**src/rtl/huffman_bit_packer_pkg.sv**
```systemverilog
// Shared types, default sizes and width helpers for the Huffman bit packer.
`default_nettype none

package huffman_bit_packer_pkg;

  localparam int DEF_IN_W  = 32;
  localparam int DEF_OUT_W = 64;
  localparam int DEF_ACC_W = 128;

  typedef enum logic [0:0] {
    PACK  = 1'b0,
    FLUSH = 1'b1
  } state_t;

  function automatic int len_w(input int in_w);
    return $clog2(in_w + 1);
  endfunction

  function automatic int fill_w(input int acc_w);
    return $clog2(acc_w + 1);
  endfunction

  function automatic int bytes_w(input int out_w);
    return $clog2(out_w / 8 + 1);
  endfunction

endpackage

`default_nettype wire

```
**src/rtl/huffman_bit_packer_if.sv**
```systemverilog
// Code-in / word-out stream bundle; slave is the packer, master the surroundings.
`default_nettype none

interface huffman_bit_packer_if #(
  parameter int IN_W  = 32,
  parameter int OUT_W = 64
) ();

  logic                                                in_valid;
  logic                                                in_ready;
  logic [IN_W-1:0]                                     in_data;
  logic [huffman_bit_packer_pkg::len_w(IN_W)-1:0]      in_len;
  logic                                                in_last;
  logic                                                out_valid;
  logic                                                out_ready;
  logic [OUT_W-1:0]                                    out_data;
  logic [huffman_bit_packer_pkg::bytes_w(OUT_W)-1:0]   out_bytes;
  logic                                                out_last;

  modport slave (
    input  in_valid, in_data, in_len, in_last, out_ready,
    output in_ready, out_valid, out_data, out_bytes, out_last
  );

  modport master (
    output in_valid, in_data, in_len, in_last, out_ready,
    input  in_ready, out_valid, out_data, out_bytes, out_last
  );

endinterface

`default_nettype wire

```
**src/rtl/huffman_bit_packer_stats.sv**
```systemverilog
// Free-running, wrapping counters of accepted code bits and emitted words.
`default_nettype none

module bit_packer_stats #(
  parameter int LEN_W = 6
) (
  input  wire logic             clk,
  input  wire logic             rst_n,
  input  wire logic             i_accept,
  input  wire logic [LEN_W-1:0] i_len,
  input  wire logic             i_emit,
  output logic [31:0]           o_stat_bits,
  output logic [31:0]           o_stat_words
);

  logic [31:0] r_bits;
  logic [31:0] r_words;

  always_ff @(posedge clk or negedge rst_n) begin
    if (!rst_n) begin
      r_bits  <= '0;
      r_words <= '0;
    end else begin
      if (i_accept) r_bits  <= r_bits + 32'(i_len);
      if (i_emit)   r_words <= r_words + 32'd1;
    end
  end

  assign o_stat_bits  = r_bits;
  assign o_stat_words = r_words;

endmodule

`default_nettype wire

```
**src/rtl/huffman_bit_packer.sv**
```systemverilog
// Packs MSB-first variable-length codes into OUT_W-bit words, flushing a padded tail on in_last.
// Optional counters are enabled with HUFFMAN_BIT_PACKER_STATS_EN.
`default_nettype none

module huffman_bit_packer
  import huffman_bit_packer_pkg::*;
#(
  parameter int IN_W  = DEF_IN_W,
  parameter int OUT_W = DEF_OUT_W,
  parameter int ACC_W = DEF_ACC_W
) (
  input  wire logic           clk,
  input  wire logic           rst_n,
  huffman_bit_packer_if.slave bus
`ifdef HUFFMAN_BIT_PACKER_STATS_EN
  ,
  output logic [31:0]         o_stat_bits,
  output logic [31:0]         o_stat_words
`endif
);

  localparam int LEN_W   = len_w(IN_W);
  localparam int FILL_W  = fill_w(ACC_W);
  localparam int BYTES_W = bytes_w(OUT_W);

  state_t             r_state;
  logic [ACC_W-1:0]   r_acc;
  logic [FILL_W-1:0]  r_fill;

  logic [LEN_W-1:0]   w_len;
  logic [IN_W-1:0]    w_mask;
  logic [ACC_W-1:0]   w_acc_shift;
  logic [ACC_W-1:0]   w_aligned;
  logic [FILL_W-1:0]  w_fill_nxt;
  logic               w_full;
  logic               w_final;
  logic               w_accept;
  logic               w_emit;

  assign w_len       = (bus.in_len > LEN_W'(IN_W)) ? LEN_W'(IN_W) : bus.in_len;
  assign w_mask      = ~({IN_W{1'b1}} << w_len);
  assign w_acc_shift = (r_acc << w_len) | ACC_W'(bus.in_data & w_mask);

  assign w_full      = (r_fill >= FILL_W'(OUT_W));
  assign w_final     = (r_state == FLUSH) && !w_full;

  assign bus.in_ready  = (r_state == PACK) && (r_fill <= FILL_W'(ACC_W - IN_W));
  assign bus.out_valid = (r_state == FLUSH) || w_full;
  assign w_accept      = bus.in_valid && bus.in_ready;
  assign w_emit        = bus.out_valid && bus.out_ready;

  // Left-justify the live bits so the oldest lands at the MSB; bits above fill fall off.
  assign w_aligned     = r_acc << (FILL_W'(ACC_W) - r_fill);
  assign bus.out_data  = bus.out_valid ? w_aligned[ACC_W-1 -: OUT_W] : '0;
  assign bus.out_bytes = !bus.out_valid ? '0 :
                         w_final ? BYTES_W'((r_fill + FILL_W'(7)) >> 3) :
                                   BYTES_W'(OUT_W / 8);
  assign bus.out_last  = w_final;

  assign w_fill_nxt = r_fill + (w_accept ? FILL_W'(w_len) : '0)
                             - (w_emit   ? FILL_W'(OUT_W) : '0);

  always_ff @(posedge clk or negedge rst_n) begin
    if (!rst_n) begin
      r_state <= PACK;
      r_acc   <= '0;
      r_fill  <= '0;
    end else begin
      case (r_state)
        PACK: begin
          if (w_accept) r_acc <= w_acc_shift;
          r_fill <= w_fill_nxt;
          if (w_accept && bus.in_last) r_state <= FLUSH;
        end
        FLUSH: begin
          if (w_emit) begin
            if (w_final) begin
              r_acc   <= '0;
              r_fill  <= '0;
              r_state <= PACK;
            end else begin
              r_fill  <= r_fill - FILL_W'(OUT_W);
            end
          end
        end
        default: r_state <= PACK;
      endcase
    end
  end

`ifdef HUFFMAN_BIT_PACKER_STATS_EN
  bit_packer_stats #(
    .LEN_W(LEN_W)
  ) u_stats (
    .clk         (clk),
    .rst_n       (rst_n),
    .i_accept    (w_accept),
    .i_len       (w_len),
    .i_emit      (w_emit),
    .o_stat_bits (o_stat_bits),
    .o_stat_words(o_stat_words)
  );
`endif

endmodule

`default_nettype wire
```
**src/flat_wrapper.sv**
```systemverilog
// flat-port wrapper written by rule: the top's interface ports become plain ports
module huffman_bit_packer_flat import huffman_bit_packer_pkg::*;
#(
  parameter int IN_W  = DEF_IN_W,
  parameter int OUT_W = DEF_OUT_W,
  parameter int ACC_W = DEF_ACC_W
)
  (clk, rst_n, bus_in_valid, bus_in_data, bus_in_len, bus_in_last, bus_out_ready, bus_in_ready, bus_out_valid, bus_out_data, bus_out_bytes, bus_out_last);
  huffman_bit_packer_if #(.IN_W(IN_W), .OUT_W(OUT_W)) bus_i ();
  input  wire logic clk;
  input  wire logic rst_n;
  input wire logic [$bits(bus_i.in_valid)-1:0] bus_in_valid;
  input wire logic [$bits(bus_i.in_data)-1:0] bus_in_data;
  input wire logic [$bits(bus_i.in_len)-1:0] bus_in_len;
  input wire logic [$bits(bus_i.in_last)-1:0] bus_in_last;
  input wire logic [$bits(bus_i.out_ready)-1:0] bus_out_ready;
  output wire logic [$bits(bus_i.in_ready)-1:0] bus_in_ready;
  output wire logic [$bits(bus_i.out_valid)-1:0] bus_out_valid;
  output wire logic [$bits(bus_i.out_data)-1:0] bus_out_data;
  output wire logic [$bits(bus_i.out_bytes)-1:0] bus_out_bytes;
  output wire logic [$bits(bus_i.out_last)-1:0] bus_out_last;
  assign bus_i.in_valid = bus_in_valid;
  assign bus_i.in_data = bus_in_data;
  assign bus_i.in_len = bus_in_len;
  assign bus_i.in_last = bus_in_last;
  assign bus_i.out_ready = bus_out_ready;
  assign bus_in_ready = bus_i.in_ready;
  assign bus_out_valid = bus_i.out_valid;
  assign bus_out_data = bus_i.out_data;
  assign bus_out_bytes = bus_i.out_bytes;
  assign bus_out_last = bus_i.out_last;
  huffman_bit_packer #(.IN_W(IN_W), .OUT_W(OUT_W), .ACC_W(ACC_W)) u_core (.clk(clk), .rst_n(rst_n), .bus(bus_i));
endmodule
```
**config.mk**
```make
export PLATFORM = sky130hd
export DESIGN_NAME = huffman_bit_packer_flat
export DESIGN_NICKNAME = d
export VERILOG_FILES = /design/src/rtl/huffman_bit_packer_pkg.sv /design/src/rtl/huffman_bit_packer_if.sv /design/src/rtl/huffman_bit_packer_stats.sv /design/src/rtl/huffman_bit_packer.sv /design/src/flat_wrapper.sv
export SDC_FILE = /design/constraint.sdc
export NUM_CORES = 1
export LEC_CHECK = 0
export CORE_MARGIN = 2
export CORE_UTILIZATION = 35
export DETAILED_ROUTE_END_ITERATION = 12
export PLACE_DENSITY = 0.6
export SYNTH_ARGS = -nofsm -noshare
export SYNTH_HDL_FRONTEND = slang
export SYNTH_SLANG_ARGS = --single-unit
```
**constraint.sdc**
```tcl
create_clock -name clk -period 14.4 [get_ports clk]
set_input_delay 3.6 -clock clk [delete_from_list [all_inputs] [get_ports clk]]
set_output_delay 3.6 -clock clk [all_outputs]
set_load 0.01 [all_outputs]
```
-- Word level (Yosys, flattened, before mapping)
Index checks and enable logic that the tools add are counted.
- output and inout port bits: 71
- register bits: 137
- word-level logic and storage cells: 46
- magnitude comparators: 3
- add/sub/neg operators: 5
- equality and inequality tests: 3
- shift-type cells: 3
- bitwise logic cells: 4
- reduce and logical (&&, ||, !) cells: 8
- multiplexer cells: 17
- operators by type and width (operator ; number):
    $mux W128 ; 3
    $pmux W128 S2 ; 1
    $or A128 B128 Y128 ; 1
    $shl A128 B6 Y128 ; 1
    $shl A128 B8 Y128 ; 1
    $mux W64 ; 1
    $and A32 B32 Y32 ; 1
    $not A32 Y32 ; 1
    $shl A32 B6 Y32 const A ; 1
    $mux W8 ; 2
    $pmux W8 S2 ; 1
    $mux W6 ; 2
    $add A8 B6 Y8 ; 1
    $ge A8 B7 Y1 const B ; 1
    $le A8 B7 Y1 const B ; 1
    $mux W4 ; 2
    $sub A8 B7 Y8 const B ; 1
    $sub A8 B8 Y8 ; 1
    $sub A8 B8 Y8 const A ; 1
    $add A7 B3 Y7 const B ; 1
    $mux W7 ; 1
    $gt A6 B6 Y1 const B ; 1
    $logic_and A1 B1 Y1 ; 5
    $ne A2 B2 Y1 const B ; 2
    other kinds (7) ; 9

-- Longest topological paths before layout
- depth after elaboration: 8
- mapped depth: 24
- depth with buffers taken out: 15

-- Least setup slack after synthesis
No wires, ideal clock.
- kind: register -> output
- from: reg u_core.r_fill[0]
- to: out bus_out_data[60]
- cell stages (with the launch flop): 16
- arrival time: 3593 ps
- buffers on the path: 8
- setup slack: 7207 ps
- cell sequence: dfrtp_1 > buf_6 > buf_12 > buf_12 > buf_6 > buf_2 > inv_1 > ha_1 > buf_4 > buf_2 > buf_1 > mux4_2 > mux4_2 > a21oi_1 > o22ai_1 > a221o_1
- longest elaborated chain between the ends: 3
- RTL lines (item ; RTL line ; source):
    start: declaration ; huffman_bit_packer.sv:28 ; logic [FILL_W-1:0] r_fill;
    start signal: assignment ; huffman_bit_packer.sv:72 ; r_fill <= w_fill_nxt;
    start signal: assignment ; huffman_bit_packer.sv:82 ; r_fill <= r_fill - FILL_W'(OUT_W);
    $sub A8 B8 Y8 / $ge A8 B7 Y1 (equally long branches) ; huffman_bit_packer.sv:53, huffman_bit_packer.sv:44 ;
    $shl A128 B8 Y128 / $logic_or A1 B1 Y1 (equally long branches) ; huffman_bit_packer.sv:53, huffman_bit_packer.sv:48 ;
    $mux W64 (*) ; huffman_bit_packer.sv:54 ; assign bus.out_data = bus.out_valid ? w_aligned[ACC_W-1 -: OUT_W] : '0;
    end: declaration ; flat_wrapper.sv:19 ; output wire logic [$bits(bus_i.out_data)-1:0] bus_out_data;
Every way passes the cells marked *; elsewhere a longest branch is shown, timed or not.

-- Final worst setup path
- from: reg u_core.r_fill[0]
- to: out bus_out_data[48]
Same word-level chain as after synthesis.

==> results_dict.tcl <==
set metrics [dict create \
    status "finished clean" \
    drc 0 \
    grt_start_max_net_pins 139 \
    port_buffers 113 \
    drv_cap 0 \
    area_growth_pct 8.142 \
    arrival_ns 5.88 \
    setup_violations 0 \
    core_sq_um 64350 \
    synth_seq_cells 137 \
    ys.flop_type "dfrtp_1" \
    slew_violations 0 \
    rows 93 \
    antenna_found_initial 10 \
    cts_tree "done" \
    post_cts_resized 0 \
    cts-root-buf "clkbuf_16" \
    critPathLaunchType "flop" \
    dr.first_iter.drc_count 4696 \
    hold_violations 0 \
    hold_path_class "flop to flop" \
    numCtsBuffers 17 \
    clock-sinks 137 \
    yosysSeqAreaShare_pct 15.05 \
    ys_async_sr_fraction_pct 100.0 \
    skew_ns 0.01719 \
    vias 24147 \
    clockBufferDepth 2 \
    tns_ns 0 \
    finalWirelength_um 109100 \
    grt_pass1_vias 22612 \
    cts_hold_buf 0 \
    viasPerCell 7.125 \
    yosys_warnings 0 \
    clk_latency_ns 0.46 \
    cts_setup_buffers 0 \
    die_w_um 259.1 \
    dpl.hpwl_um 79680 \
    max_freq_mhz 105.5 \
    hold_ws_ns 0.5990 \
    synth_edf_count 0 \
    wire_per_inst_um 32.20 \
    avgSynthCellArea_sq_um 8.720 \
    worst_slew_pin_slew_ns 1.444 \
    syn_inst 2612 \
    worstPathRequired_ns 10.80 \
    finalCritPeriodShare_pct 65.85 \
    firstDrtPassIters 8 \
    yosys.cell_types.count 91 \
    initial_core_util_pct 35.39 \
    boundaryPins 114 \
    dieArea_sq_um 67130 \
    clkTransAtPathRegs_ns 0.07 \
    syn_nets 2670 \
    grtUsageTotal_pct 31.63 \
    rsz0062_at_grt "no" \
    cp-end-kind "primary output" \
    grt_first_pass_wirelength_um 158400 \
    synth_area_sq_um 22780 \
    drive_above_1_share_pct 15.26 \
    die_h_um 259.1 \
    cp_max_fo 84 \
    period_minus_slack_ns 9.483 \
    slew_headroom_pct 3.652 \
    htreeDepth 4 \
    gp_congestion 1.056 \
    postRouteAntennaNets 0 \
    grt_remaining_overflow 0 \
    nets 2577 \
    setup.worst_path.class "flop to primary output" \
]
## layer usage
metal  part of all wire (%)  track usage [%]
met1                     37            41.60
met2                     42            46.95
met3                     13            6.874
met4                    7.4            20.18
met5                  0.099           0.6410
## sequential cells by signal, summed over array words and instances, names as in the netlist
name	cells
u_core.r_state	1
u_core.r_fill	8
u_core.r_acc	128
## critical path, stage by stage (launching register included)
cell and delay, ns:
dfrtp_4 0.82, inv_1 0.17, ha_4 0.70, buf_4 0.89, mux2_2 0.47, mux2_2 0.28
a21oi_1 0.64, nand2_1 0.11, a21oi_1 0.48, a211o_1 0.22, clkdlybuf4s50_1 0.55
## cell usage in the layout (no fill, tap or decap), drive strengths merged, types with 38 or more instances in the layout
cell type      Yosys  layout
nand3            136     136
a21oi            114     114
dfrtp            137     137
nand2            449     449
clkdlybuf4s50      0     111
o22ai             38      38
inv               50      52
buf              174      54
o2111ai           52      52
nor2             134     134
o21ai            163     163
mux2i            405     405
mux4             214     214
mux2              48      48
a22oi             43      43
## cell families (layout without fill, tap and decap cells)
group                    Yosys count  in the layout  synth area share, %
AND/OR/NAND/NOR                  803            803                15.23
AO/OA/AOI/OAI                    642            642                19.30
XOR/XNOR                          19             19               0.9449
flip-flops                       137            137                15.05
buffers and inverters            329            247                7.191
adder cells (fa/ha/maj)           15             15               0.8240
other                              0              4                    0
multiplexers                     667            667                41.45
## cell usage after synthesis (4+ instances only)
master,n,share of area (%)
o22a_1,6,0.23
mux2i_1,404,18
a2bb2oi_1,9,0.35
a32o_1,4,0.18
a32oi_1,16,0.62
a21oi_1,113,2.5
nor2_1,129,2.1
buf_4,36,1.2
and2_1,9,0.25
nand2_1,447,7.4
nand4_1,5,0.14
o21ai_0,158,3.5
mux4_2,211,21
a211o_1,7,0.27
o22ai_1,37,1.0
clkbuf_1,102,1.7
nand3_1,135,3.0
mux2_2,47,2.3
and3_1,17,0.47
a211oi_1,33,1.1
inv_1,48,0.79
a221o_1,31,1.4
nand2b_1,5,0.14
buf_2,100,2.2
nor2b_1,9,0.25
a221oi_1,19,0.73
o21ai_1,4,0.088
a31oi_1,22,0.60
a22oi_1,43,1.4
o2111ai_1,52,2.0
xnor2_1,13,0.50
buf_6,13,0.64
or2_2,6,0.16
o211ai_1,16,0.53
xnor2_2,4,0.29
dfrtp_1,137,15
o221ai_1,17,0.65
nor3_1,12,0.26
or3_1,8,0.22
ha_1,15,0.82
buf_1,22,0.36
a22o_1,15,0.58
## per-stage QoR
step                area [sq um]  util (%)  instances  setup WS [ns]
CTS                        24620     38.26       3385          5.085
finish                     24630     38.28       3389          4.917
detailed placement         24050     37.37       3355          5.580
global route               24620     38.26       3385          4.510
floorplan                  22780         -       2612          7.207
global placement           24050     37.37       3355          5.668
## final cells by class
cell class	instances	area, sq um
clock buffers	19	452.9
well taps	855	1070
inverters	52	195.2
diodes	4	10.01
multi-input cells	2146	17820
repair buffers	165	1530
flip-flops and latches	137	3432
fillers	6467	39720
clock inverters	11	121.4
## path summary, 6_finish.rpt
path                              startpoint                end  slack (ns)  depth (start not counted)
setup / recovery            u_core.r_fill[0]   bus_out_data[48]        4.92                         10
hold / removal             u_core.r_acc[127]  u_core.r_acc[127]        0.60                          2
setup reg to reg            u_core.r_fill[0]   u_core.r_fill[7]        9.63                         14
hold reg to reg            u_core.r_acc[127]  u_core.r_acc[127]        0.60                          2
max in group asynchronous              rst_n   u_core.r_fill[0]        9.66                          2
min in group asynchronous              rst_n    u_core.r_acc[2]        3.17                          1
Power is not shown: default switching activity piles up to over one toggle a cycle in this logic, so the estimate is an artifact.
==> variant 1, RTL diff (same settings) <==
Reset style: synchronous (`rst_n`), changed in one clocked block.
--- a/src/rtl/huffman_bit_packer.sv
+++ b/src/rtl/huffman_bit_packer.sv
@@ -60,7 +60,7 @@
   assign w_fill_nxt = r_fill + (w_accept ? FILL_W'(w_len) : '0)
                              - (w_emit   ? FILL_W'(OUT_W) : '0);
 
-  always_ff @(posedge clk or negedge rst_n) begin
+  always_ff @(posedge clk) begin
     if (!rst_n) begin
       r_state <= PACK;
       r_acc   <= '0;
Formal check against the unedited RTL: not equivalent (Yosys sat finds a counterexample within 4 cycles, from zero or initial values and one cycle with rst_n low; the reset may be asserted at any time).
==> variant 1 against the original RTL <==
Via count increased by 1.1%; area after synthesis decreased by 0.71%; wire length increased by 1.3%; count of clock-buffer cells in the layout unchanged; design area decreased by 0.30%; sequential cell count unchanged; utilization about the same; worst setup slack got worse by 920 ps; highest routed layer unchanged; non-clock buffer count increased by 6.
==> variant 1: results (changes against the original RTL) <==
* Top Family by Delay on Critical Path: buffers and inverters
* Final nets at 2678 (+3.9%)
* Period minus WS final at 10400 ps (+917 ps)
* Layout cells sized above 1 at 15.4% (+0.17 points)
* Critical Path Start Type: register
* Worst-Margin Slew at 1210 ps (-230 ps)
* Setup bufs post-CTS at 0 (unchanged)
* Top post-synthesis cells by area: mux2i_1 (21%), mux4_2 (19%), dfxtp_1 (12%), nand2_1 (7.3%), o21ai_0 (4.5%)
* # diodes at 0 (-4)
* Reg2reg path depth at 12 (-2)
* FFs w/ async S/R, synth at 0% (-100 points)
* CTS clk-pin slew, worst paths at 70 ps (about the same)
* Synth Flop Type: dfxtp_1
* Post-synth top cells: mux2i_1 (479), nand2_1 (438), o21ai_0 (205), mux4_2 (191), nor2_1 (160)
* Synth unique cells at 84 (-7.7%)
* Critical path data arrival time at 6800 ps (+920 ps)
* Largest net degree at the start of global routing at 129 (-7.2%)
* Crit path max-delay cell type: ha_4
* Initial antenna violation count at 1 (-9)
* Placed cell area at 0.0240 sq mm (-0.33%)
* Status: finished clean
* Cts repair resizes at 0 (unchanged)
* Max clock buf depth at 2 (unchanged)
* PortBufs at 113 (unchanged)
* Vias in the first global route at 23000 (+1.8%)
* First-pass GRT wire length at 160000 microns (+0.92%)
* H-tree depth at 4 (unchanged)
* Routability cong. at 0.997 (-5.6%)
* Maximum vdd drop at 228 uV
* CP peak stage delay at 1140 ps (+250 ps)
* Root buffer cell: clkbuf_16
* Seq/Total Area, Yosys at 12.1% (-2.9 points)
* Post-Syn Nets at 2794 (+4.6%)
* FF-to-FF setup slack at 8790 ps (-840 ps)
* LEAKAGE at 0.00923 uW
* Synth Warn # at 0 (unchanged)
* Initial DRC count at 3447 (-27%)
* Worst-Skew Late Latency at 470 ps
* Hold Crit Class: reg2reg
* Via/cell ratio at 7.00 (-1.7%)
* Pre-CTS setup slack at 4640 ps (-943 ps)
* Drt pass-1 iters at 6 (-2)
* Top Registers: u_core.r_acc (128), u_core.r_fill (8), u_core.r_state (1)
* Reg2Reg Launch Point: u_core.r_fill[0]$_SDFFE_PN0P_
* Cts bufs inserted at 17 (unchanged)
* Total GRT Usage at 31.9% (+0.28 points)
* Worst Skew at 12.0 ps (-5.23 ps)
* Critical register-to-register path endpoint: u_core.r_acc[100]$_SDFFE_PN0P_
* Crit path to: bus_out_data[37]
* DR WL/cell at 31.7 microns (-1.5%)
* Crit path max fanout at 71 (-15%)
* Detailed placement HPWL at 80300 microns (+0.80%)
variant 1: layout make-up:
| type | instances | area [sq um] |
|---|---|---|
| Fill cell | 6470 | 39600 |
| Multi-Input combinational cell | 2259 | 18400 |
| Sequential cell | 137 | 2750 |
| Timing Repair Buffer | 171 | 1580 |
| Tap cell | 855 | 1070 |
| Clock buffer | 19 | 454 |
| Clock inverter | 13 | 135 |
| Inverter | 33 | 124 |
variant 1: how the worst min path moves through the flow:
stage	from	end	slack, ps	cells after the start
after global placement	u_core.r_acc[127]$_SDFFE_PN0P_	u_core.r_acc[127]$_SDFFE_PN0P_	460	2
final	u_core.r_acc[127]$_SDFFE_PN0P_	u_core.r_acc[127]$_SDFFE_PN0P_	510	2
after detailed placement	u_core.r_acc[127]$_SDFFE_PN0P_	u_core.r_acc[127]$_SDFFE_PN0P_	500	2
after CTS	u_core.r_acc[127]$_SDFFE_PN0P_	u_core.r_acc[127]$_SDFFE_PN0P_	510	2
after global routing	u_core.r_acc[127]$_SDFFE_PN0P_	u_core.r_acc[127]$_SDFFE_PN0P_	570	2
after floorplan	u_core.r_acc[127]$_SDFFE_PN0P_	u_core.r_acc[127]$_SDFFE_PN0P_	420	2
variant 1: kinds of logic (layout without fill, tap and decap cells):
logic type | count (synthesis) | after routing | share of synthesized area [%]
AND/OR/NAND/NOR | 735 | 735 | 13.6
XOR/XNOR | 18 | 18 | 0.797
buffers and inverters | 339 | 236 | 6.97
multiplexers | 749 | 749 | 44.2
AO/OA/AOI/OAI | 741 | 741 | 21.4
adder cells (fa/ha/maj) | 16 | 16 | 0.885
flip-flops | 137 | 137 | 12.1
variant 1: report_power, final:
group	switching (uW)	internal, uW	leakage [uW]
clock network	203	252	0.000282
registers	213	436	0.00112
logic	2460	1360	0.00783
total	2880	2050	0.00923
variant 1: per-layer routing:
layer  global-route usage [%]  vias up  part of all wire [%]
li1                         -    10200                     -
met4                     18.6        2                   6.8
met5                        0        -                 0.012
met3                     6.22      355                    12
met2                     48.8     1867                    43
met1                     41.9    12000                    39
variant 1: worst min-delay path: stages, from the launching register on:
cell	delay, ps
dfxtp_1	330
nand2_1	50
o21ai_0	80
variant 1: per-stage QoR:
stage          cells  util (%)
3_5_place_dp    3455      37.4
2_1_floorplan   2735         -
6_report        3487      38.3
5_1_grt         3487      38.3
3_3_place_gp    3455      37.4
4_1_cts         3487      38.3
==> variant 2, RTL diff (same settings) <==
Without the edit above. `DEF_IN_W`: 32 -> 24.
--- a/src/rtl/huffman_bit_packer_pkg.sv
+++ b/src/rtl/huffman_bit_packer_pkg.sv
@@ -3,7 +3,7 @@
 
 package huffman_bit_packer_pkg;
 
-  localparam int DEF_IN_W  = 32;
+  localparam int DEF_IN_W  = 24;
   localparam int DEF_OUT_W = 64;
   localparam int DEF_ACC_W = 128;
 
Ports: changed (resized bus_in_data and bus_in_len); port bits go from 114 to 105. The function was not compared with the original's and may differ.
==> variant 2 against the original RTL <==
Wire length decreased by 18%; register-to-register slack got worse by 180 ps; design area decreased by 1.2%; area after synthesis decreased by 1.0%; sequential cell count unchanged; worst setup slack got worse by 720 ps; worst hold slack improved by 10 ps; final cell count decreased by 5.0%; highest routed layer unchanged.
Power is left out: the tool's default activity adds up to more than one toggle a clock period on the data nets, which glitch-free logic cannot reach.
==> variant 2: results (changes against the original RTL) <==
* Worst Skew at 12.0 ps (-5.14 ps)
* Synth Warn # at 0 (unchanged)
* Post-Syn Nets at 2492 (-6.7%)
* Worst-Margin Slew at 1290 ps (-156 ps)
* Setup bufs post-CTS at 0 (unchanged)
* Largest net degree at the start of global routing at 114 (-18%)
* Max Cap Violations at 0 (unchanged)
* Max clock buf depth at 2 (unchanged)
* Layout cells sized above 1 at 16.2% (+0.90 points)
* Cts bufs inserted at 17 (unchanged)
* Setup_tns at 0 ps (unchanged)
* # diodes at 0 (-4)
* H-tree depth at 4 (unchanged)
* PortBufs at 104 (-8.0%)
* Final nets at 2400 (-6.9%)
* Total GRT Usage at 26.2% (-5.4 points)
* Status: finished clean
* Reg2Reg Launch Point: u_core.r_fill[0]$_DFFE_PN0P_
* Root buffer cell: clkbuf_16
* Final WL at 89200 microns (-18%)
* Drt pass-1 iters at 8 (unchanged)
* Initial antenna violation count at 1 (-9)
* Initial DRC count at 2802 (-40%)
* Top post-synthesis cells by area: mux2i_1 (29%), mux4_2 (19%), dfrtp_1 (15%), nand2_1 (5.3%), mux2_2 (4.5%)
* First-pass GRT wire length at 134000 microns (-15%)
* Crit path max fanout at 85 (+1.2%)
* Vias in the first global route at 20100 (-11%)
* Synth Flop Type: dfrtp_1
* Post-synth top cells: mux2i_1 (645), nand2_1 (320), o21ai_0 (190), mux4_2 (187), dfrtp_1 (137)
* CTS clk-pin slew, worst paths at 60 ps
* Detailed placement HPWL at 67400 microns (-15%)
* Post-CTS Hold Fix Bufs at 0 (unchanged)
* Fill count at 6413 (-0.84%)
* Synth unique cells at 79 (-13%)
* FFs w/ async S/R, synth at 100% (unchanged)
* Hold path start: u_core.r_acc[67]$_DFFE_PN0P_
* Critical Path Start Type: register
* Pre-CTS setup slack at 4830 ps (-749 ps)
* Routability cong. at 0.975 (-7.7%)
* Critical path data arrival time at 6600 ps (+720 ps)
* Cts repair resizes at 0 (unchanged)
* Seq/Total Area, Yosys at 15.2% (+0.15 points)
* Via/cell ratio at 6.53 (-8.4%)
-- variant 2: cell types whose count changed in the layout (fill, tap and decap cells not counted), sizes merged, moves of 14 or more --
cell / unedited run / this run
mux4: 214 / 187
a22oi: 43 / 11
inv: 52 / 35
nor2: 134 / 114
mux2: 48 / 91
o21ai: 163 / 195
mux2i: 405 / 645
o2111ai: 52 / 4
a221oi: 19 / 5
nand2: 449 / 320
a221o: 31 / 2
a21oi: 114 / 96
nand3: 136 / 47
-- variant 2: worst max-delay path, stage by stage, from the launching register on --
cell and delay (ps):
dfrtp_4 670, clkinv_1 750, ha_4 1200, buf_4 910, mux2i_1 240, mux4_2 550
mux4_2 480, a21oi_1 200, a21oi_1 60, o21ai_0 350, clkdlybuf4s50_1 610
-- variant 2: cell type report --
class / instances / area [sq um] / area share, %
multi-input cells: 2022 / 17800 / 73.1
flip-flops and latches: 137 / 3430 / 14.1
repair buffers: 143 / 1340 / 5.50
well taps: 855 / 1070 / 4.40
clock buffers: 17 / 425 / 1.75
clock inverters: 15 / 164 / 0.673
inverters: 30 / 113 / 0.463
-- variant 2: logic make-up (layout without fill, tap and decap cells) --
family,after synthesis,count (layout),synth area share (%)
flip-flops,137,137,15.2
XOR/XNOR,20,20,1.04
AND/OR/NAND/NOR,548,548,10.1
adder cells (fa/ha/maj),15,15,0.833
buffers and inverters,284,205,6.47
multiplexers,923,923,51.9
AO/OA/AOI/OAI,516,516,14.5
-- variant 2: path summary, 6_finish.rpt --
path / depth (start not counted) / to / slack [ps]
max in group asynchronous: 2 / u_core.r_acc[114]$_DFFE_PN0P_ / 9860
worst min-delay path: 2 / u_core.r_acc[67]$_DFFE_PN0P_ / 610
worst min register to register: 2 / u_core.r_acc[67]$_DFFE_PN0P_ / 610
worst max register to register: 12 / u_core.r_acc[127]$_DFFE_PN0P_ / 9450
worst max-delay path: 10 / bus_out_data[53] / 4200
min in group asynchronous: 1 / u_core.r_acc[18]$_DFFE_PN0P_ / 3180
-- variant 2: metal layers --
metal / GRT usage [%] / vias to the layer above / part of all wire [%]
met5: 0 / - / 0.015
li1: - / 9170 / -
met1: 39.3 / 10400 / 44
met2: 38.7 / 1258 / 43
met4: 7.11 / 2 / 2.7
met3: 4.45 / 132 / 10
-- variant 2: metrics by stage --
stage	area, sq um	utilization [%]	cells
after detailed placement	23700	37.0	3187
final	24300	38.0	3219
after global placement	23700	37.0	3187
after floorplan	22500	-	2443
after CTS	24300	38.0	3219
after global routing	24300	38.0	3219
